===== src/rtl/memory_bank.sv =====
// Multi-word storage: DEPTH words of WIDTH bits, one write port, two independent
// combinational read ports, bulk clear and per-word written flags.
module memory_bank #(
    parameter int unsigned WIDTH  = 8,
    parameter int unsigned DEPTH  = 4,
    parameter int unsigned ADDR_W = 2,
    parameter bit          BYPASS = 1'b0
) (
    input  logic              clk,
    input  logic              rst,
    input  logic              save,
    input  logic [ADDR_W-1:0] save_addr,
    input  logic [WIDTH-1:0]  value,
    input  logic              clear,
    input  logic              load0,
    input  logic [ADDR_W-1:0] load_addr0,
    output logic [WIDTH-1:0]  out0,
    output logic              valid0,
    input  logic              load1,
    input  logic [ADDR_W-1:0] load_addr1,
    output logic [WIDTH-1:0]  out1,
    output logic              valid1
);

    logic [WIDTH-1:0] mem_q [DEPTH];
    logic [WIDTH-1:0] mem_d [DEPTH];
    logic [DEPTH-1:0] wr_flag_q;
    logic [DEPTH-1:0] wr_flag_d;

    logic save_in_range;
    logic bypass_ok;

    assign save_in_range = 32'(save_addr) < DEPTH;
    assign bypass_ok     = BYPASS && save && save_in_range && !rst && !clear;

    // Addresses are decoded by comparison so out-of-range addresses match no word.
    always_comb begin
        for (int unsigned i = 0; i < DEPTH; i++) begin
            mem_d[i] = mem_q[i];
        end
        wr_flag_d = wr_flag_q;
        if (clear) begin
            for (int unsigned i = 0; i < DEPTH; i++) begin
                mem_d[i] = '0;
            end
            wr_flag_d = '0;
        end else if (save) begin
            for (int unsigned i = 0; i < DEPTH; i++) begin
                if (32'(save_addr) == i) begin
                    mem_d[i]     = value;
                    wr_flag_d[i] = 1'b1;
                end
            end
        end
    end

    always_ff @(posedge clk) begin
        if (rst) begin
            for (int unsigned i = 0; i < DEPTH; i++) begin
                mem_q[i] <= '0;
            end
            wr_flag_q <= '0;
        end else begin
            for (int unsigned i = 0; i < DEPTH; i++) begin
                mem_q[i] <= mem_d[i];
            end
            wr_flag_q <= wr_flag_d;
        end
    end

    always_comb begin
        out0   = '0;
        valid0 = 1'b0;
        if (load0) begin
            for (int unsigned i = 0; i < DEPTH; i++) begin
                if (32'(load_addr0) == i) begin
                    out0   = mem_q[i];
                    valid0 = wr_flag_q[i];
                end
            end
            if (bypass_ok && (load_addr0 == save_addr)) begin
                out0   = value;
                valid0 = 1'b1;
            end
        end
    end

    always_comb begin
        out1   = '0;
        valid1 = 1'b0;
        if (load1) begin
            for (int unsigned i = 0; i < DEPTH; i++) begin
                if (32'(load_addr1) == i) begin
                    out1   = mem_q[i];
                    valid1 = wr_flag_q[i];
                end
            end
            if (bypass_ok && (load_addr1 == save_addr)) begin
                out1   = value;
                valid1 = 1'b1;
            end
        end
    end

endmodule


===== config.mk =====
export PLATFORM = sky130hd
export DESIGN_NAME = memory_bank
export DESIGN_NICKNAME = d
export VERILOG_FILES = /design/src/rtl/memory_bank.sv
export SDC_FILE = /design/constraint.sdc
export NUM_CORES = 1
export LEC_CHECK = 0
export BUFFER_PORTS_ARGS = -buffer_cell sky130_fd_sc_hd__buf_2
export CAP_MARGIN = 20
export CELL_PAD_IN_SITES_DETAIL_PLACEMENT = 0
export CELL_PAD_IN_SITES_GLOBAL_PLACEMENT = 1
export CORE_MARGIN = 4
export CORE_UTILIZATION = 40
export DETAILED_ROUTE_END_ITERATION = 10
export HOLD_SLACK_MARGIN = 0.02
export PLACE_DENSITY_LB_ADDON = 0.1
export RECOVER_POWER = 100
export SYNTH_ARGS = -nofsm -noshare
export SYNTH_HDL_FRONTEND = slang
export SYNTH_SLANG_ARGS = --single-unit

===== constraint.sdc =====
create_clock -name clk -period 2.55 [get_ports clk]
set_input_delay 0.255 -clock clk [delete_from_list [all_inputs] [get_ports clk]]
set_output_delay 0.255 -clock clk [all_outputs]
set_load 0.02 [all_outputs]

==> metrics.yaml <==
drive_above_1_share_pct: 16.14
pwr-share-clk_pct: 34.5
clk_pin_slew_worst_paths_ns: 0.07
clock_sinks: 36
cts.path.max_buffers: 2
grt_pass1_vias: 1703
power.internal_w: 0.0008067
gp_congestion: 0.7731
slew_viol_final: 0
worstReg2RegStart: "mem_q[0][2]$_SDFFE_PP0P_"
hold_slack_ns: 0.3519
cts_resized: 0
hp-class: "primary input to flip-flop"
syn_area_per_cell_sq_um: 10.56
slew_headroom_pct: 7.644
cts_setup_buffers: 0
dr.pass1.iters: 4
cts_tree: "yes"
switching_share_pct: 25.34
power.density_mw_per_mm2: 468.3
cts_htree_levels: 2
multi_input_area_sq_mm: 0.001257
grt_first_pass_wirelength_um: 8335
initial_core_util_pct: 42.62
die_w_um: 80.10
power.leakage_nw: 0.9755
critPathCaptureType: "output port"
highest_layer: "met4"
fillCellCount: 490
synth.distinct_cells: 20
final_nets: 243
grt_max_degree: 42
finalCriticalPeriod_ns: 1.568
numCtsBuffers: 5
outcome: "complete, no violations"
finalCritPeriodShare_pct: 61.50
combPwrFrac_pct: 12.1
io_buffers: 37
setup_violations: 0
grt-ovfl-total: 0
remaining_drc_errors: 0
setup_tns_ns: 0
seq_power_share_pct: 53.4
cp_max_fo: 18
post-synth-top-area-cell: "dfxtp_1"
ctsHoldBuffers: 0
hpwl_um: 3354
pre_cts_ws_ns: 1.014
core-area_sq_mm: 0.004880
ff_latch_area_sq_um: 720.7
required_ns: 2.30
syn-cell-area_sq_mm: 0.002079
fin_worst_skew_ns: 0
ant_nets: 0
min_to: "mem_q[0][0]$_SDFFE_PP0P_"
rr_worst_depth: 2
detail_route.wl_per_cell_um: 17.56
clock.fmax_ghz: 0.6376
max_cap_viol_count: 0
reg2reg_setup_slack_ns: 1.53
vdd_drop_max_uv: 337.2
criticalPathCategory: "primary input to output port"
cp_data_arrival_time_ns: 1.31
postLayoutSetupSlackWorst_ns: 0.9816
drtIter0Drc: 103
synth_top_area_share_pct: 34.66
met1_length_um: 2327
boundaryPins: 38
grt_antenna_before_repair: 0
cpPeakStageDelay_ns: 0.46
clock_latency_ns: 0.28
synthToLayoutAreaGrowth_pct: 10.95
num_vias: 1624
rsz0062_at_grt: "false"
ys_ff_latch: 36
wl_met2_um: 2290
rr_endpoint: "mem_q[0][2]$_SDFFE_PP0P_"
fp.dieArea_sq_mm: 0.006416
met3_length_um: 385
tightestPinTransition_ns: 1.385
yosysWarnings: 0
synth-seq-area-share_pct: 34.66
p_sw_w: 0.0002737
viasPerCell: 5.600
start_kind: "primary input"
holdCritStartpoint: "save_addr[1]"
critPathSlowestCell: "buf_2"
synthCells: 197
synth_area_leaders: "dfxtp_1, mux2i_1, or3b_1"
finalHoldViolCount: 0
hold_depth: 3
die_h_um: 80.10
antenna_cells: 0
wirelength_um: 5092
syn-num-nets: 217
grtUsageTotal_pct: 16.73
root_buffer: "clkbuf_8"
row_count: 25
cp_cell_sequence: "buf_2, mux2i_1, o22ai_1, clkbuf_1"
worst max path at each step:
stage | from | endpoint | cells after the start
3_5_place_dp | load_addr0[0] | out0[7] | 4
5_1_grt | clear | wr_flag_q[3]$_SDFFE_PP0P_ | 3
3_3_place_gp | load_addr1[0] | out1[1] | 4
4_1_cts | load_addr0[0] | out0[7] | 4
6_report | load_addr0[0] | out0[2] | 4
2_1_floorplan | load_addr0[0] | out0[0] | 4
layout by cell type, fill, tap and decap left out:
cell / count
clkinv_2: 1
nand3b_1: 2
a21boi_0: 1
buf_2: 20
nand2b_1: 2
nor2_1: 1
o21a_1: 3
clkbuf_8: 5
nand2_1: 2
clkbuf_1: 18
dfxtp_1: 36
nand3_1: 1
o22ai_1: 18
or3b_2: 8
and3b_2: 1
or3b_1: 33
and3b_1: 1
nor3b_2: 1
mux2i_1: 68
inv_1: 1
cells in the mapped netlist:
master     n
clkbuf_1   7
and3b_2    1
buf_6      3
and3b_1    1
o22ai_1   18
nor2_1     1
inv_1      1
a21boi_1   1
nand3_1    1
mux2i_1   68
or3b_1    33
nand2b_1   2
buf_2      6
dfxtp_1   36
or3b_2     8
nand2_1    2
o21a_1     3
buf_1      2
nor3b_2    1
nand3b_1   2
per-stage QoR:
stage	cells	utilization, %	power [W]	area [sq um]
2_1_floorplan	197	-	0.0006827	2079
3_3_place_gp	283	46.13	0.0007173	2251
3_5_place_dp	283	46.13	0.0007219	2251
4_1_cts	290	47.72	0.001104	2328
5_1_grt	290	47.28	0.001128	2307
6_report	290	47.28	0.001080	2307
cell type report:
class,instances,area share [%]
tap,67,3.633
multi-input combinational,142,54.50
clock buffer,6,3.145
inverter,1,0.1627
clock inverter,1,0.2169
sequential,36,31.24
timing repair buffer,37,7.104
worst max-delay path: cells and delay by family:
| kind | cells | cell delay (ns) |
|---|---|---|
| buffers and inverters | 2 | 0.72 |
| multiplexers | 1 | 0.15 |
| AO/OA/AOI/OAI | 1 | 0.18 |
logic make-up after synthesis:
group	count (synthesis)	share of synthesized area, %
compound gates	22	6.859
mux	68	32.73
buf+inv	19	4.874
flops	36	34.66
simple gates	52	20.88
metal layers:
metal	up-vias	global-route usage, %
met5	-	0
li1	791	-
met1	772	22.06
met3	8	3.812
met2	53	26.66
met4	0	5.912
power by group through the flow:
stage	sequential [W]	clock [W]	combinational, W
floorplan	0.000588	0	0.0000950
global placement	0.000589	0	0.000128
detailed placement	0.000590	0	0.000132
CTS	0.000577	0.000395	0.000133
global route	0.000578	0.000409	0.000141
finish	0.000577	0.000373	0.000130
state kept, by name, indices dropped and copies added, names as in the netlist:
signal	cells
mem_q	32
wr_flag_q	4
(Power assumes the default switching activity.)
